## config.mk

```make
export PLATFORM = sky130hd
export DESIGN_NAME = cla_mp_sequencer
export DESIGN_NICKNAME = d
export VERILOG_FILES = /design/src/rtl/cla_mp_sequencer_pkg.sv /design/src/rtl/cla_mp_sequencer_cla.sv /design/src/rtl/cla_mp_sequencer.sv
export SDC_FILE = /design/constraint.sdc
export NUM_CORES = 1
export LEC_CHECK = 0
export BUFFER_PORTS_ARGS = -buffer_cell sky130_fd_sc_hd__buf_4
export CAP_MARGIN = 20
export CORE_MARGIN = 2
export CORE_UTILIZATION = 51
export CTS_BUF_LIST = sky130_fd_sc_hd__clkbuf_8
export CTS_CLUSTER_SIZE = 28
export DETAILED_ROUTE_END_ITERATION = 16
export GPL_TIMING_DRIVEN = 0
export PLACE_DENSITY = 0.78
export SLEW_MARGIN = 20
export SYNTH_ARGS = -nofsm -noshare
export SYNTH_HDL_FRONTEND = slang
export SYNTH_HIERARCHICAL = 1
export SYNTH_SLANG_ARGS = --single-unit
```

## constraint.sdc

```tcl
create_clock -name clk -period 2.8 [get_ports clk]
set_input_delay 0.56 -clock clk [delete_from_list [all_inputs] [get_ports clk]]
set_output_delay 0.56 -clock clk [all_outputs]
set_load 0.02 [all_outputs]
```

## src/rtl/cla_mp_sequencer_pkg.sv

```systemverilog
// cla_mp_sequencer_pkg: shared FSM encodings, chunk width and index-width helper
// for the multi-precision CLA sequencer.
package cla_mp_sequencer_pkg;

    localparam int CLA_CHUNK = 16;

    typedef enum logic [1:0] {
        IDLE = 2'd0,
        RUN  = 2'd1,
        DONE = 2'd2
    } state_t;

    function automatic int idx_width(input int words);
        return (words > 1) ? $clog2(words) : 1;
    endfunction

endpackage

```

## src/rtl/cla_mp_sequencer_cla.sv

```systemverilog
// CLA_16bits: combinational 16-bit carry-lookahead adder built from four 4-bit
// lookahead groups with a second lookahead level across the groups.
module CLA_16bits
    import cla_mp_sequencer_pkg::*;
(
    input  logic [CLA_CHUNK-1:0] a,
    input  logic [CLA_CHUNK-1:0] b,
    input  logic                 cin,
    output logic [CLA_CHUNK-1:0] sum,
    output logic                 cout
);

    logic [CLA_CHUNK-1:0] g;
    logic [CLA_CHUNK-1:0] p;
    logic [CLA_CHUNK-1:0] c;
    logic [3:0]           gg;
    logic [3:0]           gp;
    logic [4:0]           gc;

    assign g = a & b;
    assign p = a ^ b;

    genvar k;
    generate
        for (k = 0; k < 4; k++) begin : g_grp
            localparam int B = 4 * k;
            assign gg[k] = g[B+3]
                         | (p[B+3] & g[B+2])
                         | (p[B+3] & p[B+2] & g[B+1])
                         | (p[B+3] & p[B+2] & p[B+1] & g[B]);
            assign gp[k] = &p[B +: 4];
            assign c[B]   = gc[k];
            assign c[B+1] = g[B] | (p[B] & gc[k]);
            assign c[B+2] = g[B+1] | (p[B+1] & g[B]) | (p[B+1] & p[B] & gc[k]);
            assign c[B+3] = g[B+2] | (p[B+2] & g[B+1]) | (p[B+2] & p[B+1] & g[B])
                          | (p[B+2] & p[B+1] & p[B] & gc[k]);
        end
    endgenerate

    // Group carries are fully expanded so no carry ripples between groups.
    assign gc[0] = cin;
    assign gc[1] = gg[0] | (gp[0] & cin);
    assign gc[2] = gg[1] | (gp[1] & gg[0]) | (gp[1] & gp[0] & cin);
    assign gc[3] = gg[2] | (gp[2] & gg[1]) | (gp[2] & gp[1] & gg[0])
                 | (gp[2] & gp[1] & gp[0] & cin);
    assign gc[4] = gg[3] | (gp[3] & gg[2]) | (gp[3] & gp[2] & gg[1])
                 | (gp[3] & gp[2] & gp[1] & gg[0]) | (gp[3] & gp[2] & gp[1] & gp[0] & cin);

    assign sum  = p ^ c;
    assign cout = gc[4];

endmodule

```

## src/rtl/cla_mp_sequencer.sv

```systemverilog
// cla_mp_sequencer: adds 16*WORDS-bit operands one 16-bit CLA chunk per clock, LSB first.
// Define CLA_SEQ_SUB_EN to add the sub port (A-B via inverted B and carry-in of 1).
module cla_mp_sequencer
    import cla_mp_sequencer_pkg::*;
#(
    parameter int WORDS = 4,
    localparam int W  = CLA_CHUNK * WORDS,
    localparam int IW = idx_width(WORDS)
) (
    input  logic         clk,
    input  logic         rst_n,
    input  logic         req_valid,
    output logic         req_ready,
    input  logic [W-1:0] a,
    input  logic [W-1:0] b,
    input  logic         cin,
`ifdef CLA_SEQ_SUB_EN
    input  logic         sub,
`endif
    output logic         rsp_valid,
    input  logic         rsp_ready,
    output logic [W-1:0] sum,
    output logic         cout,
    output logic         ovf,
    output logic         busy
);

    localparam logic [IW-1:0] LAST = IW'(WORDS - 1);

    state_t               state_q, state_d;
    logic [IW-1:0]        idx_q, idx_d;
    logic [W-1:0]         a_q, a_d;
    logic [W-1:0]         b_q, b_d;
    logic [W-1:0]         sum_q, sum_d;
    logic                 c_q, c_d;
    logic                 cout_q, cout_d;
    logic                 ovf_q, ovf_d;
    logic                 rsp_valid_q, rsp_valid_d;
    logic [W-1:0]         b_in;
    logic                 c_in;
    logic [CLA_CHUNK-1:0] s;
    logic                 co;

`ifdef CLA_SEQ_SUB_EN
    assign b_in = sub ? ~b : b;
    assign c_in = sub | cin;
`else
    assign b_in = b;
    assign c_in = cin;
`endif

    CLA_16bits u_cla (
        .a    (a_q[CLA_CHUNK-1:0]),
        .b    (b_q[CLA_CHUNK-1:0]),
        .cin  (c_q),
        .sum  (s),
        .cout (co)
    );

    always_comb begin
        state_d     = state_q;
        idx_d       = idx_q;
        a_d         = a_q;
        b_d         = b_q;
        sum_d       = sum_q;
        c_d         = c_q;
        cout_d      = cout_q;
        ovf_d       = ovf_q;
        rsp_valid_d = rsp_valid_q;
        case (state_q)
            IDLE: if (req_valid) begin
                a_d     = a;
                b_d     = b_in;
                c_d     = c_in;
                idx_d   = '0;
                state_d = RUN;
            end
            RUN: begin
                sum_d[CLA_CHUNK*int'(idx_q) +: CLA_CHUNK] = s;
                c_d   = co;
                a_d   = a_q >> CLA_CHUNK;
                b_d   = b_q >> CLA_CHUNK;
                idx_d = idx_q + 1'b1;
                // On the top chunk the low 16 bits of the shift registers hold the operand sign bits.
                if (idx_q == LAST) begin
                    cout_d      = co;
                    ovf_d       = (a_q[CLA_CHUNK-1] == b_q[CLA_CHUNK-1]) && (s[CLA_CHUNK-1] != a_q[CLA_CHUNK-1]);
                    rsp_valid_d = 1'b1;
                    state_d     = DONE;
                end
            end
            DONE: if (rsp_ready) begin
                rsp_valid_d = 1'b0;
                state_d     = IDLE;
            end
            default: state_d = IDLE;
        endcase
    end

    always_ff @(posedge clk or negedge rst_n) begin
        if (!rst_n) begin
            state_q     <= IDLE;
            idx_q       <= '0;
            a_q         <= '0;
            b_q         <= '0;
            sum_q       <= '0;
            c_q         <= 1'b0;
            cout_q      <= 1'b0;
            ovf_q       <= 1'b0;
            rsp_valid_q <= 1'b0;
        end else begin
            state_q     <= state_d;
            idx_q       <= idx_d;
            a_q         <= a_d;
            b_q         <= b_d;
            sum_q       <= sum_d;
            c_q         <= c_d;
            cout_q      <= cout_d;
            ovf_q       <= ovf_d;
            rsp_valid_q <= rsp_valid_d;
        end
    end

    assign req_ready = (state_q == IDLE);
    assign busy      = (state_q != IDLE);
    assign rsp_valid = rsp_valid_q;
    assign sum       = sum_q;
    assign cout      = cout_q;
    assign ovf       = ovf_q;

endmodule
```

-- Word level (Yosys, flattened, before mapping)
Cells that the tools add are included.
Widths: inputs -> output; s select.
- register bits: 200
- bits of input ports: 133
- output and inout bits: 69
- add/sub/neg operators: 2
- eq/ne operators: 8
- shifts and indexed selects: 2
- multiplexer cells: 16
- bitwise logic cells: 121
- reduce and logical (&&, ||, !) cells: 13
- operators with widths (cell ; count):
    $pmux 64 s2 ; 2
    $mux 64 ; 2
    $and 1x1->1 ; 72
    $bwmux 64 ; 1
    $shift 16x33->64 const A ; 1
    $shiftx 16x33->64 ; 1
    $or 1x1->1 ; 46
    $neg 6->33 ; 1
    $xor 16x16->16 ; 2
    $and 16x16->16 ; 1
    $reduce_and 4->1 ; 4
    $mux 2 ; 4
    $ne 2x2->1 const B ; 3
    $pmux 2 s3 ; 1
    $reduce_and 3->1 ; 2
    $reduce_bool 2->1 ; 3
    $eq 2x2->1 const B ; 2
    $pmux 1 s2 ; 2
    $pmux 2 s2 ; 1
    $reduce_and 2->1 ; 2
    $mux 1 ; 3
    $add 2x1->2 const B ; 1
    $eq 2x1->1 const B ; 1
    $logic_not 2->1 ; 1
    other kinds (3) ; 3

-- Depth between registers and ports, before layout
Gate-level depths: netlist of the first run.
- depth after elaboration: 14
- gate-level depth with buffers: 10

-- Modules after synthesis
The synthesis of the first run kept the hierarchy.
- by module, submodules not included (module ; times used ; cells an instance ; area an instance (um2) ; sequential area each (um2)):
    cla_mp_sequencer ; 1 ; 801 ; 8834.7 ; 5004.8
    CLA_16bits ; 1 ; 73 ; 646.9 ; 0.0

-- Worst setup path before layout of the first run
No wires, ideal clock.
- path type: register to register
- start point: register a_q[5]
- end point: register ovf_q (netlist: ovf)
- library setup time: 0.128 ns
- arrival time: 2.445 ns
- data required time: 2.672 ns
- setup slack: 0.227 ns
- cell stages (with the launch flop): 11
- buffers on the path: 0
- period minus slack after synthesis: 2.573 ns
- cells stage by stage: dfrtp_1 ha_1 a21o_1 a31oi_1 a21bo_2 a21o_1 o21a_1 o32a_1 nand2b_1 o21ai_0 mux2_1
- cells in the longest elaborated chain, start to end: 13
- elaborated cells between the ends (all ways): 21
- those cells by class: 1 x eq/ne; 18 x bitwise; 2 x reduce/logical
- ends and longest elaborated chain (what ; line ; RTL):
    start, declared ; cla_mp_sequencer.sv:32 ; logic [W-1:0] a_q, a_d;
    start signal, assigned ; cla_mp_sequencer.sv:104 ; a_q <= '0;
    start signal, assigned ; cla_mp_sequencer.sv:114 ; a_q <= a_d;
    $and 16x16->16 or $xor 16x16->16 (tied branches) ; cla_mp_sequencer_cla.sv:20, cla_mp_sequencer_cla.sv:21 ;
    $and 1x1->1 (on tied branches) ; cla_mp_sequencer_cla.sv:29, cla_mp_sequencer_cla.sv:30 ;
    $or 1x1->1 or $and 1x1->1 (tied branches) ; cla_mp_sequencer_cla.sv:29, cla_mp_sequencer_cla.sv:30 ;
    $or 1x1->1 ; cla_mp_sequencer_cla.sv:30 ; | (p[B+3] & p[B+2] & p[B+1] & g[B]);
    $and 1x1->1 ; cla_mp_sequencer_cla.sv:44 ; assign gc[3] = gg[2] | (gp[2] & gg[1]) | (gp[2] & gp[1] & gg[0])
    $or 1x1->1 (2 in series) ; cla_mp_sequencer_cla.sv:44 ;
    $or 1x1->1 * ; cla_mp_sequencer_cla.sv:45 ; | (gp[2] & gp[1] & gp[0] & cin);
    $and 1x1->1 * ; cla_mp_sequencer_cla.sv:36 ; | (p[B+2] & p[B+1] & p[B] & gc[k]);
    $or 1x1->1 * ; cla_mp_sequencer_cla.sv:36 ;
    $xor 16x16->16 * ; cla_mp_sequencer_cla.sv:49 ; assign sum = p ^ c;
    named net s[15] ; cla_mp_sequencer.sv:41 ; logic [CLA_CHUNK-1:0] s;
    $ne 1x1->1 * ; cla_mp_sequencer.sv:87 ; ovf_d = (a_q[CLA_CHUNK-1] == b_q[CLA_CHUNK-1]) && (s[CLA_CHUNK-1] != a_q[CLA_CHUNK-1]);
    $logic_and 1x1->1 * ; cla_mp_sequencer.sv:87 ;
    end signal, assigned ; cla_mp_sequencer.sv:119 ; ovf_q <= ovf_d;
    end, declared ; cla_mp_sequencer.sv:37 ; logic ovf_q, ovf_d;
Mark *: on every way through the listed nets, which the timed path passes. The rest lies on a longest branch.
A chain may end at the register's enable or synchronous reset.

-- Worst setup path after layout of the first run
Same ends and word-level chain as after synthesis.

==> metrics list, run 1 <==
- Outcome: completed
- Hold Vio Cnt, Final: 0
- Type of the worst min-delay path: in -> async
- Number of placed I/O pins: 202
- Ratio of final minimum period to clock period: roughly 97%
- Setup crit end kind: flop
- Initial DRC Count: 520
* Top_reg_cell synth: dfrtp_1
- Dividing the detail-routed wire length by the instance count gives approximately 20 um.
- Walking the worst path, the cells encountered are ha_4, a21o_1, a31oi_1, a21bo_2, a21o_1, o21a_1, o32a_1, nand2b_1, o21ai_0, mux2_1.
- In the final layout, the share of cells above drive strength 1 is 24.8%.
* EDFF count, synth: 0
- Using the TritonRoute via totals, the vias-per-cell ratio works out to 5.98.
- TritonCTS created 17 clock buffers.
* Cell Rows: 49
- Total iterations of the first detailed-routing run: 7
- In this run the top signal layer used is met4.
- The number of different library cells used by synthesis comes to 46.
- Total die area: 19700 sq um
- Total of fill cells in the finished design: 1438
- Mean cell area of the mapped netlist: 10.8 sq um
* Post-DP HPWL: 19800 um
* Total routed wire length on the met1 layer: 11900 um
- Area growth from synthesis to layout: 24.7%
- Time the final worst path needs with I/O delays and setup: 2.73 ns
- Data on the critical path is required at its endpoint by 3.16 ns.
- Initial core utilization: 52.4%
* Wire length of the first global-routing pass: 42500 um
- Warnings from Yosys: 6
- Post-Route Skew: 0.0110 ns
* Antenna viol nets, final: 0
- Clock tree root buffer cell: clkbuf_8
* Synth Net Count: ~1.0k
- Measured along the y axis, the die boundary spans about 140 um.
- Clock tree from TritonCTS: built
- Total power draw: 0.0131 W
- Max Clock Freq: 0.367 GHz
- The H-tree generated during clock tree synthesis spans 4 levels.
* Largest net degree at the start of global routing: 102
* Cell Area, Synth: 9480 sq um
- For this run, the slowest stage of the critical path takes 0.45 ns.
* Top fanout value on the critical path: 5
- The via count of the first global-routing pass came to 7968.
- # nets final: 1257
- For the worst-skew pair, the clock arrives at the later sink with an insertion delay of 0.48 ns.
- On the final layout, the worst hold slack is 0.0517 ns.
* IO Port Bufs: between 200 and 250
- Path type of the worst setup path: reg -> reg
- Wire segments on met3 add up to 1850 um in the final route.
* Max-cap violations: 0
- Post-synthesis sequential area ratio: 52.8%
- The congestion estimate from routability-driven global placement came to 0.880.
- Global routing consumed, over all layers together, 27.5% of the routing resources.
* Sinks on Clock Net: 200
- The most numerous cell type found on the critical path is a21o_1.
- Actual slew at the worst max-slew pin: 0.766 ns
- Once layout is complete, the cells apart from fillers number 1340.
- Max-slew violation count: 0
* Worst IR Drop VDD: approximately 0.50 mV
- Number of buffers and inverters on the critical path: 0
* Max Buffers Root-to-Sink: 2
- Count of mapped cells out of synthesis: 874
- The repair_antennas step left the layout with diodes totalling 0.
- Setup repair after global routing left no endpoint under its margin.
- In this run the standard cell core region covers 18100 sq um.
- Data arrival time of the critical path: 3.09 ns
- Critical-path top delay cell: dfrtp_2
- Post-route cell area: 11800 sq um
- Cell count after placement: 1305
- WL met2: around 12000 um
- Cells fill approximately two thirds of the core in the end.
* GRT Residual Overflow: 0
- STA classifies the critical path startpoint as a flop.
* Final setup violation count: 0
* Register bit total from synthesis: 200
- After detailed routing, the number of remaining DRC violations is 0.
- Leakage: 5.59 nW
- Number of vias in the routed layout: 8019
* Clock transition at the register clock pins on the worst setup and hold paths after CTS: 0.11 ns
* Antenna violations before repair: 0
- In this run the horizontal extent of the chip is 140 um.
- After detailed placement, the total cell area comes to 11300 sq um.
* Relative slew slack: roughly half
- After detailed routing, the total wire length is 26700 um.
- Cell family with the largest share of critical-path delay: compound AO/OA/AOI/OAI gates
* Post-synth ARST share: between 90% and 100%
* Total power per unit cell area: 1110 nW/um^2
## synth_stat cells (all sizes together), types with 2 or more instances
| master | n | area share, % |
|---|---|---|
| a21o | 12 | 0.96 |
| a21oi | 103 | 5.4 |
| a22o | 97 | 9.0 |
| a22oi | 97 | 7.7 |
| and2 | 2 | 0.13 |
| buf | 25 | 1.3 |
| clkbuf | 46 | 1.8 |
| dfrtp | 200 | 53 |
| fa | 4 | 0.84 |
| ha | 22 | 2.9 |
| inv | 11 | 0.44 |
| mux2 | 2 | 0.24 |
| nand2 | 6 | 0.24 |
| nand2b | 2 | 0.13 |
| nand3b | 5 | 0.70 |
| nor2 | 6 | 0.24 |
| nor2b | 99 | 6.5 |
| nor3 | 2 | 0.11 |
| nor4 | 2 | 0.26 |
| nor4b | 2 | 0.50 |
| o21ai | 102 | 5.4 |
| o21bai | 3 | 0.28 |
| xnor2 | 5 | 0.46 |
| xor2 | 5 | 0.46 |
## through the flow
step	setup WS [ns]	setup TNS (ns)
floorplan	0.227	0
global placement	-0.128	-23.38
detailed placement	-0.120	-0.120
CTS	0.0232	0
global route	0.000898	0
finish	0.0746	0
## registers in the layout, summed over array words and instances, names as in the netlist
register and count:
ovf 1, rsp_valid 1, c_q 1, a_q 64, cout 1, b_q 64
idx_q 2, sum 64, state_q 2
## layout by cell type (no fill, tap or decap), types with 3 or more instances in the layout
cell type    n
inv_6        6
buf_2       16
xor2_1       5
a22o_1      97
clkbuf_8    17
o21ai_1     99
o21ai_0      3
xnor2_1      5
dfrtp_1    198
nor2_1       6
ha_1        18
a21oi_1    103
nor2b_1     99
buf_4      205
clkbuf_1    46
inv_2        3
fa_1         4
ha_4         4
buf_1        7
inv_1        8
inv_8        3
bufinv_16    3
a22oi_1     97
nand2_1      6
a21o_1      11
## worst register-to-register path, stage by stage, from the launching register on
cell and delay (ns):
dfrtp_2 0.45, ha_4 0.27, a21o_1 0.19, a31oi_1 0.16, a21bo_2 0.26, a21o_1 0.22
o21a_1 0.21, o32a_1 0.32, nand2b_1 0.08, o21ai_0 0.13, mux2_1 0.32
## layer usage
layer	GRT usage [%]	vias to the layer above
met3	4.96	45
met1	38.9	3902
met2	43.3	341
met5	0	-
li1	-	3731
met4	9.52	0
## cell type report
class | instances | area (sq um) | area share, %
tap | 229 | 287 | 2.42
multi-input combinational | 592 | 4200 | 35.5
clock inverter | 15 | 201 | 1.70
clock buffer | 17 | 234 | 1.98
inverter | 11 | 41.3 | 0.349
buffer | 71 | 294 | 2.49
timing repair buffer | 205 | 1570 | 13.2
sequential | 200 | 5010 | 42.3
## worst paths after layout
kind / start / end / slack [ns] / cells after the start
worst min-delay path: rst_n / a_q[50] / 0.05 / 1
worst max-delay path: a_q[5] / ovf / 0.07 / 10
max in group asynchronous: rst_n / b_q[5] / 1.76 / 2
worst max register to register: a_q[5] / ovf / 0.07 / 10
worst min register to register: sum[32] / sum[32] / 0.51 / 1
min in group clk: rsp_ready / state_q[1] / 0.27 / 2
## logic make-up (layout without fill, tap and decap cells)
| group | Yosys count | after routing | share of synthesized area [%] |
|---|---|---|---|
| DFF | 200 | 200 | 52.8 |
| xor gates and xnor gates | 10 | 10 | 0.924 |
| buffers and inverters | 82 | 319 | 3.54 |
| adders and majority gates | 26 | 26 | 3.75 |
| AOI/OAI and AO/OA | 424 | 424 | 29.6 |
| and+or+nand+nor | 129 | 129 | 9.03 |
| muxes | 3 | 3 | 0.343 |
## report_power, final
part	internal (W)	switching (W)
Clock	0.000922	0.00111
Combinational	0.00253	0.00358
Sequential	0.00396	0.000974
Total	0.00741	0.00566
## what timing repair did
item / 4_1_cts / 5_1_grt
gates cloned: 0 / 0
hold buffers: 0 / 0
endpoints found under the setup margin: 1 / 5
pin swaps: 1 / 1
gates resized for setup: 2 / 6
setup buffers: 1 / 2
Note: power is estimated with default switching activity, not from simulation.
==> inputs of run 2 (changes only) <==
--- a/config.mk
+++ b/config.mk
@@ -5,15 +5,18 @@
 export SDC_FILE = /design/constraint.sdc
 export NUM_CORES = 1
 export LEC_CHECK = 0
-export BUFFER_PORTS_ARGS = -buffer_cell sky130_fd_sc_hd__buf_4
 export CAP_MARGIN = 20
+export CELL_PAD_IN_SITES_DETAIL_PLACEMENT = 0
+export CELL_PAD_IN_SITES_GLOBAL_PLACEMENT = 1
 export CORE_MARGIN = 2
-export CORE_UTILIZATION = 51
+export CORE_UTILIZATION = 46
 export CTS_BUF_LIST = sky130_fd_sc_hd__clkbuf_8
 export CTS_CLUSTER_SIZE = 28
 export DETAILED_ROUTE_END_ITERATION = 16
+export DONT_BUFFER_PORTS = 1
 export GPL_TIMING_DRIVEN = 0
-export PLACE_DENSITY = 0.78
+export PLACE_DENSITY_LB_ADDON = 0.1
+export RECOVER_POWER = 25
 export SLEW_MARGIN = 20
 export SYNTH_ARGS = -nofsm -noshare
 export SYNTH_HDL_FRONTEND = slang
==> metrics list, run 2 (synthesis results as in run 1) <==
- The DRC violation total after the first TritonRoute iteration was 486 (was 520).
* Max Buffers Root-to-Sink: 2 (unchanged)
- The count of boundary I/O pins came to 202 (unchanged).
- Placeable core area: 20200 sq um (was 18100 sq um)
* DRC violations left: 0 (unchanged)
- The final worst hold slack was -0.216 ns (was 0.0517 ns).
- Number of buffers created by CTS: 17 (unchanged)
- Cell Rows: 52 (was 49)
- List of cells traversed by the critical path: ha_1, a21o_1, a21o_1, a21o_1, a21o_1, o21a_1, o32a_1, nand2b_1, o21ai_1, mux2_1 (was ha_4, a21o_1, a31oi_1, a21bo_2, a21o_1, o21a_1, o32a_1, nand2b_1, o21ai_0, mux2_1)
- The layout overhead on the synthesized area is 9.01% (was 24.7%).
- The number of standard cells in the final layout excluding fillers came to 1182 (was 1340).
* Max-slew violation count: 0 (unchanged)
- The arrival time of data at the critical path endpoint was 3.02 ns (was 3.09 ns).
- The clock latency on the worst-skew pair was 0.46 ns (was 0.48 ns).
* Top fanout value on the critical path: 4 (was 5)
- The maximum level of the CTS H-tree was 4 (unchanged).
* Clock transition at the register clock pins on the worst setup and hold paths after CTS: 0.10 ns (was 0.11 ns)
- Via/cell ratio: 6.13 (was 5.98)
- The worst min-delay path category was in -> async (unchanged).
- Wire length of the first global-routing pass: 41800 um (was 42500 um)
- IO Port Bufs: 0 (was 201)
- The placer congestion estimate came to 0.813 (was 0.880).
* Leading cell types in the layout, fill and taps excluded: dfrtp_1 (200), a21oi_1 (103), o21ai_1 (100) (was buf_4 (205), dfrtp_1 (198), a21oi_1 (103))
- The remaining max-slew budget at the tightest pin was 57.1% (was 49.0%).
* Worst r2r path cells: 10 (unchanged)
* Switching power share of the total: 44.5% (was 43.3%)
* Sinks on Clock Net: 200 (unchanged)
- The transition at the pin with the smallest max-transition slack was 0.644 ns (was 0.766 ns).
* Path type of the worst setup path: reg -> reg (unchanged)
* Global Route Usage Sum: 24.9% (was 27.5%)
- The upper clock frequency limit was 0.374 GHz (was 0.367 GHz).
- The source of the worst register-to-register timing path is a_q[9] (was a_q[5]).
- Post-DP HPWL: 20200 um (was 19800 um)
* Logic pwr share: 38.5% (was 46.7%)
- The count of nets after finishing is 1058 (was 1257).
- Share of total power in sequential cells: 45.4% (was 37.7%)
- Clock tree root buffer cell: clkbuf_8 (unchanged)
- The fraction of layout cells with a size suffix above 1 came to 7.89% (was 24.8%).
- The capture instance of the worst register-to-register path is ovf (unchanged).
- The static leakage was 4.58 nW (was 5.59 nW).
* Post-Route Skew: 0.0109 ns (was 0.0110 ns)
* GRT Residual Overflow: 0 (unchanged)
* Hold Vio Cnt, Final: 200 (was 0)
* WL/cell: 22.7 um (was 19.9 um)
- Time the final worst path needs with I/O delays and setup: 2.67 ns (was 2.73 ns)
- Initial core utilization: 46.9% (was 52.4%)
- The number of antenna violations at the first check in global routing was 0 (unchanged).
- The routed wire length came to 26800 um (was 26700 um).
* Startpoint of the worst setup timing path: a_q[9] (was a_q[5])
* Worst IR Drop VDD: 0.408 mV (was 0.497 mV)
- The clock tree from TritonCTS is built (unchanged).
- The final reports fail on negative hold slack.
- Unrepaired setup endpoints after global routing: false (unchanged)
* Worst slack after detailed placement: -0.171 ns (was -0.120 ns)
- The termination of the worst setup path is ovf (unchanged).
- Most common library cell in the layout ignoring fill and taps: dfrtp_1 (was buf_4)
- The switching power was 0.00542 W (was 0.00566 W).
- The worst setup slack for register-to-register paths is 0.13 ns (was 0.07 ns).
- Sequential Area: 5000 sq um (was 5010 sq um)
* Antenna diode instance count: 0 (unchanged)
- Setup WS post-layout: 0.127 ns (was 0.0746 ns)
* Clock Power Share: 16.2% (was 15.5%)
- The number of fill cells was 1818 (was 1438).
* Worst Path Required: 3.15 ns (was 3.16 ns)
- Outcome: complete, but fails checks (was completed)
- The category of the worst setup path capture point is a flop (unchanged).
* Largest net degree at the start of global routing: 201 (was 102)
- Critical-path top delay cell: dfrtp_1 (was dfrtp_2)
- Number of global-route vias before repair: 7150 (was 7968)
- Max-cap violations: 0 (unchanged)
- The total die area is 21800 sq um (was 19700 sq um).
- Final setup violation count: 0 (unchanged)
* Internal Power: 0.00675 W (was 0.00741 W)
- The number of iterations in the first detailed-routing pass came to 5 (was 7).
- The most repeated library cell on the critical path was a21o_1 (unchanged).
- Number of vias in the routed layout: 7250 (was 8019)
* Chip width: 148 um (was 140 um)
- The final worst-path cycle share was 95.4% (was 97.3%).
- Total power per unit cell area: 1180 nW/um^2 (was 1110 nW/um^2)
* Setup crit start kind: flop (unchanged)
* Cell count after placement: 1144 (was 1305)
- Area taken by multi-input logic gates: 4190 sq um (was 4200 sq um)
* Post-layout util: 51.1% (was 65.4%)
* Antenna viol nets, final: 0 (unchanged)
- The maximum single-stage delay on the critical path came to 0.43 ns (was 0.45 ns).
* Vert. Die Dim: 148 um (was 140 um)
run 2: changes by cell type in the layout (fill, tap and decap cells not counted), sizes merged:
cell      before  now
inv           20   16
clkbuf        63   64
buf          230   31
clkinvlp       1    4
run 2: critical path: cells and delay by family, from the launching register on:
family          cells  cell delay [ns]
mux                 1             0.29
fa+ha+maj           1             0.37
compound gates      7             1.39
flops               1             0.43
simple gates        1             0.08
run 2: cell type report:
class | count | area share, %
timing repair buffer | 6 | 0.436
inverter | 11 | 0.399
multi-input combinational | 592 | 40.6
tap | 270 | 3.27
clock inverter | 14 | 1.68
buffer | 71 | 2.84
sequential | 200 | 48.4
clock buffer | 18 | 2.40
run 2: how the worst min path moves through the flow:
stage,slack [ns],depth (start not counted),from,to
5_1_grt,-0.25,0,rst_n,b_q[25]
4_1_cts,-0.25,0,rst_n,sum[0]
6_report,-0.22,0,rst_n,sum[0]
3_5_place_dp,0.27,0,rst_n,sum[0]
2_1_floorplan,0.26,0,rst_n,a_q[0]
3_3_place_gp,0.27,0,rst_n,sum[0]
run 2: timing repair:
item / in CTS / in global routing
buffers inserted: 1 / 5
setup endpoints to repair: 5 / 1
resized for setup: 3 / 4
endpoints found under the hold margin: 200 / 200
pin swaps: 2 / 2
run 2: routing by layer:
metal  global-route usage (%)  wire length, um
met1                     32.9            11400
met2                     39.1            12600
met3                     7.62             2100
met4                     8.41              694
met5                        0                0
run 2: metrics by stage:
stage | total power [W] | hold WS [ns] | setup TNS, ns | cell area [sq um]
finish | 0.0122 | -0.216 | 0 | 10300
global route | 0.0130 | -0.255 | 0 | 10300
global placement | 0.00990 | 0.271 | -0.208 | 9820
floorplan | 0.00861 | 0.264 | 0 | 9480
detailed placement | 0.0101 | 0.270 | -0.579 | 9820
CTS | 0.0122 | -0.246 | 0 | 10300
run 2: power groups by stage:
| stage | Clock, W | Sequential (W) | Combinational [W] |
|---|---|---|---|
| 2_1_floorplan | 0 | 0.00512 | 0.00349 |
| 3_3_place_gp | 0 | 0.00554 | 0.00437 |
| 3_5_place_dp | 0 | 0.00560 | 0.00455 |
| 4_1_cts | 0.00200 | 0.00554 | 0.00461 |
| 5_1_grt | 0.00213 | 0.00567 | 0.00519 |
| 6_report | 0.00197 | 0.00552 | 0.00468 |
==> inputs of run 3 (changes only) <==
--- a/config.mk
+++ b/config.mk
@@ -7,9 +7,9 @@
 export LEC_CHECK = 0
 export CAP_MARGIN = 20
 export CELL_PAD_IN_SITES_DETAIL_PLACEMENT = 0
-export CELL_PAD_IN_SITES_GLOBAL_PLACEMENT = 1
+export CELL_PAD_IN_SITES_GLOBAL_PLACEMENT = 2
 export CORE_MARGIN = 2
-export CORE_UTILIZATION = 46
+export CORE_UTILIZATION = 38
 export CTS_BUF_LIST = sky130_fd_sc_hd__clkbuf_8
 export CTS_CLUSTER_SIZE = 28
 export DETAILED_ROUTE_END_ITERATION = 16
==> metrics list, run 3 (synthesis results as in run 1) <==
- Outcome: complete, but fails checks (unchanged)
- Failing checks: negative hold slack (unchanged).
* Sum of negative setup slack: 0 ns (unchanged)
* Post-DP HPWL: 21600 um (was 20200 um)
- Critical-path top delay cell: dfrtp_1 (unchanged)
* Area growth from synthesis to layout: 9.69% (was 9.01%)
- Largest net degree at the start of global routing: 201 (unchanged)
- The overall routing resource usage was 22.4% (was 24.9%).
* Number of placed I/O pins: 202 (unchanged)
* Reg-to-Reg End: ovf (unchanged)
- CP peak stage delay: 0.43 ns (about the same)
- Setup crit start kind: flop (unchanged)
* Type of the worst min-delay path: in -> async (unchanged)
- The fraction of layout cells with a size suffix above 1 came to 8.34% (was 7.89%).
- Most crowded layer after global routing: met2 (unchanged)
- H-tree Lvls: 4 (unchanged)
- WL/cell: 23.4 um (was 22.7 um)
- The count of endpoints failing setup in the final report is 0 (unchanged).
- Leading cell types in the layout, fill and taps excluded: dfrtp_1 (198), a21oi_1 (103), o21ai_1 (100) (was dfrtp_1 (200), a21oi_1 (103), o21ai_1 (100))
- The placement row count was 57 (was 52).
* Worst r2r path cells: 10 (unchanged)
- The worst supply voltage drop on vdd was 0.347 mV (was 0.408 mV).
* Total power per unit cell area: 1170 nW/um^2 (was 1180 nW/um^2)
- IO Port Bufs: 0 (unchanged)
- Top fanout value on the critical path: 6 (was 4)
- The arrival time of data at the critical path endpoint was 3.03 ns (was 3.02 ns).
- Ratio of final minimum period to clock period: 95.3% (was 95.4%)
- Placeable core area: 24400 sq um (was 20200 sq um)
* Most common library cell in the layout ignoring fill and taps: dfrtp_1 (unchanged)
- Worst slack after detailed placement: -0.254 ns (was -0.171 ns)
* Total die area: 26200 sq um (was 21800 sq um)
* Hold Vio Cnt, Final: 200 (unchanged)
- The met2 usage was 35.8% (was 39.1%).
* Initial DRC Count: 634 (was 486)
- Post-layout util: 42.6% (was 51.1%)
* Number of buffers created by CTS: 17 (unchanged)
- Hold slack: -0.229 ns (was -0.216 ns)
* Relative slew slack: 49.6% (was 57.1%)
* Clock tree root buffer cell: clkbuf_8 (unchanged)
- The critical path class is reg -> reg (unchanged).
* Number of global-route vias before repair: 7293 (was 7150)
- Clock latency on the worst-skew pair: 0.48 ns (was 0.46 ns)
- Sinks on Clock Net: 200 (unchanged)
- The static leakage came to 4.57 nW (was 4.58 nW).
- Total of fill cells in the finished design: 2376 (was 1818)
- Worst Path Required: 3.16 ns (was 3.15 ns)
- The total grt overflow came to 0 (unchanged).
* Total power draw: 0.0122 W (about the same)
* Setup crit end kind: flop (unchanged)
* Cell repeated most along the worst path: o21ai_1 (was a21o_1)
- Routing usage on met3: 6.61% (was 7.62%)
* Setup WS post-layout: 0.131 ns (was 0.127 ns)
- Routability cong.: 0.795 (was 0.813)
* Cell count after placement: 1198 (was 1144)
- Wire length of the first global-routing pass: 44800 um (was 41800 um)
- Antenna viol nets, final: 0 (unchanged)
* Flop-to-flop setup slack: 0.13 ns (about the same)
* Layout Cells excl Fill: 1236 (was 1182)
* Max-cap violations: 0 (unchanged)
* Antenna violations before repair: 2 (was 0)
* Unrepaired setup endpoints after global routing: false (unchanged)
- The horizontal die dimension is 162 um (was 148 um).
- The number of iterations in the first detailed-routing pass was 5 (unchanged).
- The starting utilization of the core area was 38.9% (was 46.9%).
- The number of slew-limit violations in the final report is 0 (unchanged).
- DRC violations left: 0 (unchanged)
* Post-Route Skew: 0.0151 ns (was 0.0109 ns)
- Clock tree from TritonCTS: built (unchanged)
* Met1 track demand over resource: 29.2% (was 32.9%)
* List of cells traversed by the critical path: ha_4, a211oi_2, o21ai_1, a21bo_2, a21o_1, o21a_1, o32a_4, nand2b_1, o21ai_1, mux2_1 (was ha_1, a21o_1, a21o_1, a21o_1, a21o_1, o21a_1, o32a_1, nand2b_1, o21ai_1, mux2_1)
- The upper clock frequency limit is 0.375 GHz (was 0.374 GHz).
- The maximum clock insertion buffer count is 2 (unchanged).
- Total Wirelength: 28900 um (was 26800 um)
- The post-CTS clock slew at the launch and capture registers of the worst setup and hold paths came to 0.10 ns (about the same).
* Time the final worst path needs with I/O delays and setup: 2.67 ns (about the same)
- The via count was 7206 (was 7250).
- # nets final: 1057 (was 1058)
- The average vias per placed instance came to 5.83 (was 6.13).
- Vert. Die Dim: 162 um (was 148 um)
- The source of the worst register-to-register timing path is a_q[0] (was a_q[9]).
- The transition at the pin with the smallest max-transition slack came to 0.756 ns (was 0.644 ns).
## run 3: cell count changes in the layout (fill, tap and decap cells not counted), sizes merged
cell / delta
clkbuf: -1
buf: -1
clkinvlp: -4
bufinv: -2
clkinv: +3
diode: +1
inv: +4
## run 3: layout make-up
cell class | count | area [sq um] | share of cell area (%)
Sequential cell | 200 | 5010 | 48.1
Multi-Input combinational cell | 592 | 4220 | 40.6
Tap cell | 324 | 405 | 3.90
Buffer | 71 | 294 | 2.83
Clock buffer | 17 | 234 | 2.25
Clock inverter | 15 | 156 | 1.50
Inverter | 11 | 41.3 | 0.397
Timing Repair Buffer | 5 | 37.5 | 0.361
Antenna cell | 1 | 2.50 | 0.0241
## run 3: power by group
part,total (W),switching [W],internal (W)
Combinational,0.00477,0.00286,0.00191
Sequential,0.00556,0.00161,0.00395
Clock,0.00188,0.00114,0.000741
Total,0.0122,0.00561,0.00660
## run 3: worst max path at each step
stage | startpoint | end | cells after the start | slack (ns)
6_report | a_q[0] | ovf | 10 | 0.13
5_1_grt | a_q[5] | ovf | 10 | 0.02
4_1_cts | b_q[0] | ovf | 10 | 0.04
3_5_place_dp | a_q[0] | ovf | 9 | -0.25
3_3_place_gp | a_q[0] | ovf | 9 | -0.21
2_1_floorplan | a_q[5] | ovf | 10 | 0.23
## run 3: critical path: cells and delay by family, from the launching register on
| family | cells | cell delay [ns] |
|---|---|---|
| AO/OA/AOI/OAI | 7 | 1.50 |
| adder cells (fa/ha/maj) | 1 | 0.26 |
| flip-flops | 1 | 0.43 |
| multiplexers | 1 | 0.29 |
| AND/OR/NAND/NOR | 1 | 0.08 |
## run 3: per-stage QoR
step           area (sq um)  hold slack (ns)
6_report              10400           -0.229
5_1_grt               10400           -0.272
4_1_cts               10400           -0.261
3_5_place_dp           9890            0.271
3_3_place_gp           9890            0.271
2_1_floorplan          9480            0.264
## run 3: what timing repair did
action,in CTS,in global routing
endpoints found under the hold margin,200,200
cloned,0,0
buffers inserted,4,1
resized for setup,7,5
endpoints found under the setup margin,5,3
pin swaps,1,3
## run 3: per-layer routing
layer  wire length [um]  up-vias
met3               2110       40
met1              12400     3616
met5                 16        -
li1                   -     3326
met2              13600      222
met4                701        2
